`config.mk`:
```
export PLATFORM = sky130hd
export DESIGN_NAME = mem_loader
export DESIGN_NICKNAME = d
export VERILOG_FILES = /design/src/rtl/mem_loader.sv
export SDC_FILE = /design/constraint.sdc
export NUM_CORES = 1
export LEC_CHECK = 0
export ABC_AREA = 0
export BUFFER_PORTS_ARGS = -buffer_cell sky130_fd_sc_hd__buf_2
export CAP_MARGIN = 0
export CELL_PAD_IN_SITES_DETAIL_PLACEMENT = 0
export CELL_PAD_IN_SITES_GLOBAL_PLACEMENT = 1
export CORE_ASPECT_RATIO = 0.75
export CORE_UTILIZATION = 43
export DETAILED_ROUTE_END_ITERATION = 12
export PLACE_DENSITY_LB_ADDON = 0.1
export SLEW_MARGIN = 20
export SYNTH_ARGS = -nofsm -noshare
export SYNTH_HDL_FRONTEND = slang
export SYNTH_SLANG_ARGS = --single-unit
```
`constraint.sdc`:
```
create_clock -name clk -period 2.6 [get_ports clk]
set_input_delay 0.52 -clock clk [delete_from_list [all_inputs] [get_ports clk]]
set_output_delay 0.52 -clock clk [all_outputs]
set_load 0.01 [all_outputs]
```
`src/rtl/mem_loader.sv`:
```
// Program loader: receives a length/payload/checksum byte stream and writes the payload to memory from address 0.
// It keeps the CPU held until a load has completed with a passing checksum.
module mem_loader #(
  parameter int unsigned AW = 4,
  parameter int unsigned DW = 8
) (
  input  logic          clk,
  input  logic          clr_n,
  input  logic          start,
  input  logic          in_valid,
  input  logic [DW-1:0] in_data,
  output logic          in_ready,
  output logic          ld_write,
  output logic [AW-1:0] ld_addr,
  output logic [DW-1:0] ld_data,
  output logic          cpu_hold,
  output logic          busy,
  output logic          done,
  output logic          err
);

  localparam int unsigned DEPTH = 1 << AW;

  typedef enum logic [2:0] {
    S_IDLE,
    S_LEN,
    S_DATA,
    S_SUM,
    S_RUN,
    S_ERROR
  } state_t;

  state_t        state, state_nxt;
  logic [AW-1:0] addr, addr_nxt;
  logic [AW-1:0] last, last_nxt;
  logic [DW-1:0] sum, sum_nxt;
  logic          ld_write_nxt;
  logic [AW-1:0] ld_addr_nxt;
  logic [DW-1:0] ld_data_nxt;
  logic          in_ready_nxt, busy_nxt, cpu_hold_nxt, done_nxt, err_nxt;
  logic          xfer;
  logic          len_ok;

  assign xfer   = in_valid && in_ready;
  assign len_ok = (in_data != '0) && (32'(in_data) <= DEPTH);

  // State, counters and all outputs share one register stage
  always_ff @(posedge clk or negedge clr_n) begin
    if (!clr_n) begin
      state    <= S_IDLE;
      addr     <= '0;
      last     <= '0;
      sum      <= '0;
      ld_write <= 1'b0;
      ld_addr  <= '0;
      ld_data  <= '0;
      in_ready <= 1'b0;
      busy     <= 1'b0;
      cpu_hold <= 1'b1;
      done     <= 1'b0;
      err      <= 1'b0;
    end else begin
      state    <= state_nxt;
      addr     <= addr_nxt;
      last     <= last_nxt;
      sum      <= sum_nxt;
      ld_write <= ld_write_nxt;
      ld_addr  <= ld_addr_nxt;
      ld_data  <= ld_data_nxt;
      in_ready <= in_ready_nxt;
      busy     <= busy_nxt;
      cpu_hold <= cpu_hold_nxt;
      done     <= done_nxt;
      err      <= err_nxt;
    end
  end

  // Next state, datapath updates and output decode of the next state
  always_comb begin
    state_nxt    = state;
    addr_nxt     = addr;
    last_nxt     = last;
    sum_nxt      = sum;
    ld_write_nxt = 1'b0;
    ld_addr_nxt  = ld_addr;
    ld_data_nxt  = ld_data;

    unique case (state)
      S_IDLE, S_RUN, S_ERROR: begin
        if (start) state_nxt = S_LEN;
      end
      S_LEN: begin
        if (xfer) begin
          if (len_ok) begin
            // Keep N-1 so that N = 2^AW still fits in AW bits
            last_nxt  = AW'(in_data - DW'(1));
            sum_nxt   = '0;
            addr_nxt  = '0;
            state_nxt = S_DATA;
          end else begin
            state_nxt = S_ERROR;
          end
        end
      end
      S_DATA: begin
        if (xfer) begin
          ld_write_nxt = 1'b1;
          ld_addr_nxt  = addr;
          ld_data_nxt  = in_data;
          sum_nxt      = DW'(sum + in_data);
          addr_nxt     = AW'(addr + AW'(1));
          if (addr == last) state_nxt = S_SUM;
        end
      end
      S_SUM: begin
        if (xfer) state_nxt = (DW'(sum + in_data) == '0) ? S_RUN : S_ERROR;
      end
      default: state_nxt = S_IDLE;
    endcase

    in_ready_nxt = (state_nxt == S_LEN) || (state_nxt == S_DATA) || (state_nxt == S_SUM);
    busy_nxt     = in_ready_nxt;
    cpu_hold_nxt = (state_nxt != S_RUN);
    done_nxt     = (state_nxt == S_RUN);
    err_nxt      = (state_nxt == S_ERROR);
  end

endmodule
```
# Word-level counts from Yosys, hierarchy flattened
# Cells that the tools add are included.
# totals
regBits	36
word_cells	60
output_inout_bits	18
# classes
n_eq_ne	15
n_reduce_logical	12
add_sub_neg	3
order_cmp	1
muxes	18
# ops
operator	n
$mux 8	3
$mux 3	6
$pmux 8 s2	1
$eq 3x2->1 const B	4
$eq 3x3->1 const B	4
$mux 4	3
$pmux 3 s4	1
$add 8x8->8	1
$le 8x5->1 const B	1
$logic_not 8->1	1
$pmux 4 s2	1
$reduce_bool 8->1	1
$eq 3x1->1 const B	2
$ne 2x2->1 const B	3
$add 4x1->4 const B	1
$eq 4x4->1	1
$reduce_and 4->1	1
$sub 4x1->4 const B	1
$logic_not 3->1	1
$mux 1	3
$ne 3x3->1 const B	1
$reduce_and 3->1	1
$reduce_or 3->1	1
$logic_and 1x1->1	2
3 further kinds	4

# Longest topological paths before layout
# Gate-level depths: netlist of run 1.
# logic_depth
ltp_word	8
ltp_mapped	9

# Worst setup path after synthesis of run 1
# OpenSTA, ideal clock, no wires.
# synth_timing
path_type	input to register
start	input in_data[0]
end	register busy
slack_ns	0.404
arrival_time_ns	2.077
required_time_ns	2.481
stages	8
cell_sequence	ha_1 fa_1 a211oi_1 or4b_1 nand3_2 a211oi_2 a21oi_2 o21ba_1
# synth_between
elab_chain_len	8
word_cells_on_any_way	15
# synth_rtl
item	line	source
start: declaration	11	input logic [DW-1:0] in_data,
$add 8x8->8 (tied with other cells)	116	if (xfer) state_nxt = (DW'(sum + in_data) == '0) ? S_RUN : S_ERROR;
$logic_not 8->1 or $logic_and 1x1->1 (tied branches)	116, 45	
$mux 1 or $mux 3 (tied branches)	116, 94	
$mux 3, on equally long branches	116, 93	
$pmux 3 s4 *	88	unique case (state)
via state_nxt[0]	33	state_t state, state_nxt;
$eq 3x1->1 or $eq 3x2->1 (tied branches)	121	in_ready_nxt = (state_nxt == S_LEN) || (state_nxt == S_DATA) || (state_nxt == S_SUM);
$logic_or 1x1->1	121	
$logic_or 1x1->1 *	121	
via busy_nxt	40	logic in_ready_nxt, busy_nxt, cpu_hold_nxt, done_nxt, err_nxt;
end signal: assignment	71	busy <= busy_nxt;
end: declaration	17	output logic busy,
# Mark *: on every way through the listed nets, which the timed path passes. The rest lies on a longest branch.
# A chain may end at the register's enable or synchronous reset.

# Worst setup path after layout of run 1
# layout_timing
start	register sum[0]
end	register busy
# layout_between
elab_chain_len	8
word_cells_on_any_way	10
# layout_rtl
item	line	source
start: declaration	36	logic [DW-1:0] sum, sum_nxt;
start signal: assignment	66	sum <= sum_nxt;
$add 8x8->8 *	116	
$logic_not 8->1 *	116	
$mux 1 *	116	
$mux 3 *	116	
$pmux 3 s4 *	88	
via state_nxt[0]	33	
$eq 3x1->1 or $eq 3x2->1 (tied branches)	121	
$logic_or 1x1->1	121	
$logic_or 1x1->1 *	121	
via busy_nxt	40	
# Marked as above.

==> flow_summary.toml, run 1 <==
[routing]
wl_um = 4400
vias_per_cell = 5.40
first_pass_iters = 4
antenna_left = 0
wl_per_cell_um = 14.8
initialDrtViolationCount = 64
drc = 0
vias = 1610

[yosys]
syn-num-nets = 235
synth_seq_cells = 36
yosysTopAreaCell = "dfrtp_1"
async_reset_ff_share_pct = 100
netlist_area_sq_um = 2050
synth_cell_types = 55
syn_inst = 212
synth.area.top_cells = "dfrtp_1 (43%), nand2_1 (9.0%), ha_1 (6.1%)"
ys.flop_type = "dfrtp_1"
syn_avg_cell_area_sq_um = 9.67
synth.top_cell.area_share_pct = 42.7
yosysWarnings = 0
yosysSeqAreaShare_pct = 44.0
synth-edff-count = 0

[layout]
fin_util_pct = 51.5
layout.nets = 263
drive_gt1_share_pct = 23.2
instances_no_fill = 298
diodes = 0
area_growth_syn_to_layout_pct = 13.6
final_area_sq_um = 2330

[die]
io-pin-count = 30
row_count = 21
core_region_area_sq_um = 4520
die_h_um = 61.8
die_area_sq_um = 5050
start_util_pct = 45.3
fp.dieW_um = 81.7

[status]
status = "completed"

[sta]
maxSlewHeadroom_pct = 45.1
layout_setup_ws_ns = 0.370
fin_skew_ns = 0.00526
setup-tns-final_ns = 0
slew_viol_final = 0
hold_violations = 0
tightest_slew_ns = 0.823
clock.fmax_ghz = 0.448
finalSetupViolations = 0
period_share_pct = 85.8
rsz0062_at_grt = "false"
whs_ns = 0.329
timing.final.crit_period_ns = 2.23

[worst_setup_path]
cp_data_arrival_time_ns = 2.41
cp.required_ns = 2.78
r2r_slack_ns = 0.37
cp-end-kind = "register"
crit_type = "reg -> reg"
path_max_fanout = 5
start_kind = "register"

[clock_network]
cts_tree = "yes"
root_buffer = "clkbuf_8"
clockBufferDepth = 2
cts_resized = 0
path_clk_slew_ns = 0.08
cts_max_level = 2
clock_sinks = 36
cts_setup_buffers = 0
postCtsHoldBufs = 0
clk_latency_ns = 0.29
cts_buffers = 5

[global_routing]
antenna_found_initial = 0
grt_overflow = 0
grt_pass1_wl_um = 7320
track_usage_pct = 19.8
grt_max_degree = 37
grt_pass1_vias = 1456

[pwr]
ir_worst_vdd_v = 0.000457
power.total_mw = 1.90
powerDensity_nw_per_um2 = 814
power_leakage_nw = 1.18

[placement]
gp_congestion = 0.798
dpl_cell_area_sq_um = 2230
dp.cells = 290
io_buffer_count = 29
pre_cts_ws_ns = 0.0758
hpwl_um = 3170

[hold_path]
hp-class = "in -> async"

[flow_run]
cap_violations = 0
==> worst max-delay path, cell delays in order, from the launching register on <==
cell      delay (ns)
dfrtp_1         0.38
ha_1            0.21
fa_1            0.46
a211oi_1        0.29
or4b_1          0.18
nand3_2         0.09
a211oi_2        0.21
a21oi_2         0.13
o21ba_1         0.18
==> worst paths after layout <==
kind                       startpoint          to  cells past startpoint
setup / recovery               sum[0]        busy                      8
hold / removal                  clr_n    ld_write                      1
setup reg to reg               sum[0]        busy                      8
hold reg to reg            ld_data[3]  ld_data[3]                      2
max in group asynchronous       clr_n      sum[5]                      1
min in group clk           in_data[0]     last[0]                      2
==> cell type report <==
cell class | count | area, sq um
multi-input cells | 160 | 1060
repair buffers | 32 | 180
fillers | 432 | 2190
flip-flops and latches | 36 | 902
clock buffers | 7 | 86.3
inverters | 5 | 18.8
well taps | 57 | 71.3
clock inverters | 1 | 7.51
==> per-layer routing <==
| layer | global-route usage [%] | vias to the layer above | share of wire, % |
|---|---|---|---|
| li1 | - | 796 | - |
| met1 | 29.0 | 765 | 53 |
| met2 | 29.3 | 44 | 41 |
| met3 | 4.38 | 5 | 5.0 |
| met4 | 6.02 | 0 | 0.84 |
| met5 | 0 | - | 0 |
==> logic make-up after synthesis <==
family                   Yosys count  share of synthesized area (%)
adder cells (fa/ha/maj)           11                           7.08
multiplexers                       1                          0.488
buffers and inverters             16                           4.15
AO/OA/AOI/OAI                     44                           16.0
XOR/XNOR                          13                           5.56
flip-flops                        36                           44.0
AND/OR/NAND/NOR                   91                           22.7
==> placed cells by master, fill, tap and decap left out, types with 5 or more instances in the layout <==
master and count:
xnor2_1 9, nand2_1 49, buf_2 29, clkbuf_8 6, nand3_1 8, o21ai_0 5, dfrtp_1 35, ha_1 10
and2_1 5, o21ai_1 12
==> sequential cells by signal (all words and copies together), names as in the netlist <==
signal    count
done          1
err           1
busy          1
last          4
sum           8
cpu_hold      1
ld_data       8
state         3
ld_addr       4
ld_write      1
addr          4
==> where the power goes <==
group | internal, mW | total, mW | switching (mW) | leakage, nW
Clock | 0.215 | 0.420 | 0.205 | 0.0445
Sequential | 0.700 | 0.802 | 0.102 | 0.488
Combinational | 0.299 | 0.674 | 0.375 | 0.644
==> synthesized netlist by cell type (3+ instances only) <==
library cell / number
a211oi_1: 3
a21o_1: 4
and2_1: 5
clkbuf_1: 4
dfrtp_1: 35
ha_1: 10
inv_1: 4
nand2_1: 49
nand3_1: 8
nor2_1: 4
nor3_1: 4
nor3b_2: 3
o21ai_0: 5
o21ai_1: 12
xnor2_1: 9
xor2_1: 4
No activity file was read; power rests on OpenSTA's default activity.
==> run 2: changes to the inputs <==
--- a/config.mk
+++ b/config.mk
@@ -11,7 +11,8 @@
 export CELL_PAD_IN_SITES_DETAIL_PLACEMENT = 0
 export CELL_PAD_IN_SITES_GLOBAL_PLACEMENT = 1
 export CORE_ASPECT_RATIO = 0.75
-export CORE_UTILIZATION = 43
+export CORE_UTILIZATION = 40
+export CTS_BUF_LIST = sky130_fd_sc_hd__clkbuf_4 sky130_fd_sc_hd__clkbuf_8
 export DETAILED_ROUTE_END_ITERATION = 12
 export PLACE_DENSITY_LB_ADDON = 0.1
 export SLEW_MARGIN = 20
==> flow_summary.toml, run 2 (synthesis gave the netlist of run 1 again) <==
[status]
status = "completed"

[sta]
clock.fmax_ghz = 0.448
finalSetupViolations = 0
slew_viol_final = 0
hold_violations = 0
layout_setup_ws_ns = 0.366
fin_skew_ns = 0.00904
tightest_slew_ns = 0.837
rsz0062_at_grt = "false"
timing.final.crit_period_ns = 2.23
maxSlewHeadroom_pct = 44.2
setup-tns-final_ns = 0
period_share_pct = 85.9

[routing]
wl_per_cell_um = 15.0
first_pass_iters = 6
vias_per_cell = 5.29
drc = 0
wl_um = 4550
vias = 1599
antenna_left = 0
initialDrtViolationCount = 65

[pwr]
powerDensity_nw_per_um2 = 845
power_leakage_nw = 1.19
p_sw_mw = 0.687
ir_worst_vdd_v = 0.000251
power.clock.fraction_pct = 25.4
pwr-share-seq_pct = 40.6
p_int_mw = 1.29
p_sw_share_pct = 34.7
p_comb_share_pct = 34.0

[placement]
pre_cts_ws_ns = 0.0854
io_buffer_count = 29
hpwl_um = 3370
gp_congestion = 0.805

[layout]
num-fill-cells = 486
layout_commonest_cell = "nand2_1"
seq_area_sq_um = 902
layout.nets = 264
final_cell_mix = "nand2_1 (49), dfrtp_1 (35), buf_2 (29)"
area_growth_syn_to_layout_pct = 14.4
multiInputGateArea_sq_um = 1060
drive_gt1_share_pct = 24.0
reg_top3 = "ld_data x8, sum x8"
diodes = 0

[global_routing]
track_usage_pct = 18.2
grt_pass1_vias = 1535
grt_pass1_wl_um = 7560
grt_max_degree = 37
antenna_found_initial = 0
grt_overflow = 0

[worst_setup_path]
cp_data_arrival_time_ns = 2.41
start_kind = "register"
r2r-end = "busy"
path_max_fanout = 5
cp-end-kind = "register"
cp.required_ns = 2.78
timing.rr.start = "sum[0]"
r2r_slack_ns = 0.37
r2r_cells = 8
crit_type = "reg -> reg"

[clock_network]
cts_setup_buffers = 0
clock_sinks = 36
path_clk_slew_ns = 0.08
cts_tree = "yes"
cts_resized = 0
cts_max_level = 2
clk_latency_ns = 0.29
root_buffer = "clkbuf_8"
cts_buffers = 5
clockBufferDepth = 2
postCtsHoldBufs = 0

[die]
core_region_area_sq_um = 4900
fp.dieW_um = 84.7
start_util_pct = 41.8
die_h_um = 64.0
io-pin-count = 30
row_count = 22
die_area_sq_um = 5420

[hold_path]
hp-class = "in -> async"

[flow_run]
cap_violations = 0
[run 2: cell types whose count changed in the layout (fill, tap and decap cells not counted), sizes merged]
| cell | change |
|---|---|
| buf | +1 |
| bufinv | +1 |
| clkbuf | -1 |
| clkinv | +1 |
| clkinvlp | -1 |
[run 2: routing by layer]
layer,track usage [%],wire length [um]
met1,25.5,2370
met2,27.3,1920
met3,4.13,192
met4,7.20,66
met5,0,0
[run 2: worst max path at each step]
stage	start	to	slack, ns	cells after the start
after floorplan	in_data[0]	busy	0.40	8
after global placement	in_data[2]	busy	0.14	8
after detailed placement	in_data[0]	busy	0.09	9
after CTS	sum[0]	busy	0.36	8
after global routing	sum[0]	busy	0.16	8
final	sum[0]	busy	0.37	8
[run 2: power by group through the flow]
stage	registers (mW)	logic, mW	clock network, mW
finish	0.804	0.674	0.503
floorplan	0.824	0.491	0
global route	0.825	0.751	0.532
global placement	0.805	0.665	0
detailed placement	0.815	0.680	0
CTS	0.805	0.679	0.512
[run 2: metrics by stage]
step,std cells,util (%),power (mW),cell area (sq um),hold WS (ns)
2_1_floorplan,212,-,1.32,2050,0.224
3_3_place_gp,294,45.6,1.47,2230,0.451
3_5_place_dp,294,45.6,1.49,2230,0.458
4_1_cts,302,47.9,2.00,2340,0.361
5_1_grt,302,47.9,2.11,2340,0.407
6_report,302,47.9,1.98,2340,0.327
[run 2: final cells by class]
| type | count | share of cell area [%] |
|---|---|---|
| clock inverters | 2 | 1.49 |
| flip-flops and latches | 36 | 38.5 |
| clock buffers | 6 | 3.26 |
| repair buffers | 33 | 7.47 |
| well taps | 60 | 3.20 |
| inverters | 5 | 0.800 |
| multi-input cells | 160 | 45.3 |
[run 2: worst max-delay path: stages, from the launching register on]
cell and delay, ns:
dfrtp_1 0.39, ha_1 0.21, fa_1 0.46, a211oi_1 0.29, or4b_1 0.18, nand3_2 0.09
a211oi_2 0.22, a21oi_2 0.12, o21ba_1 0.18
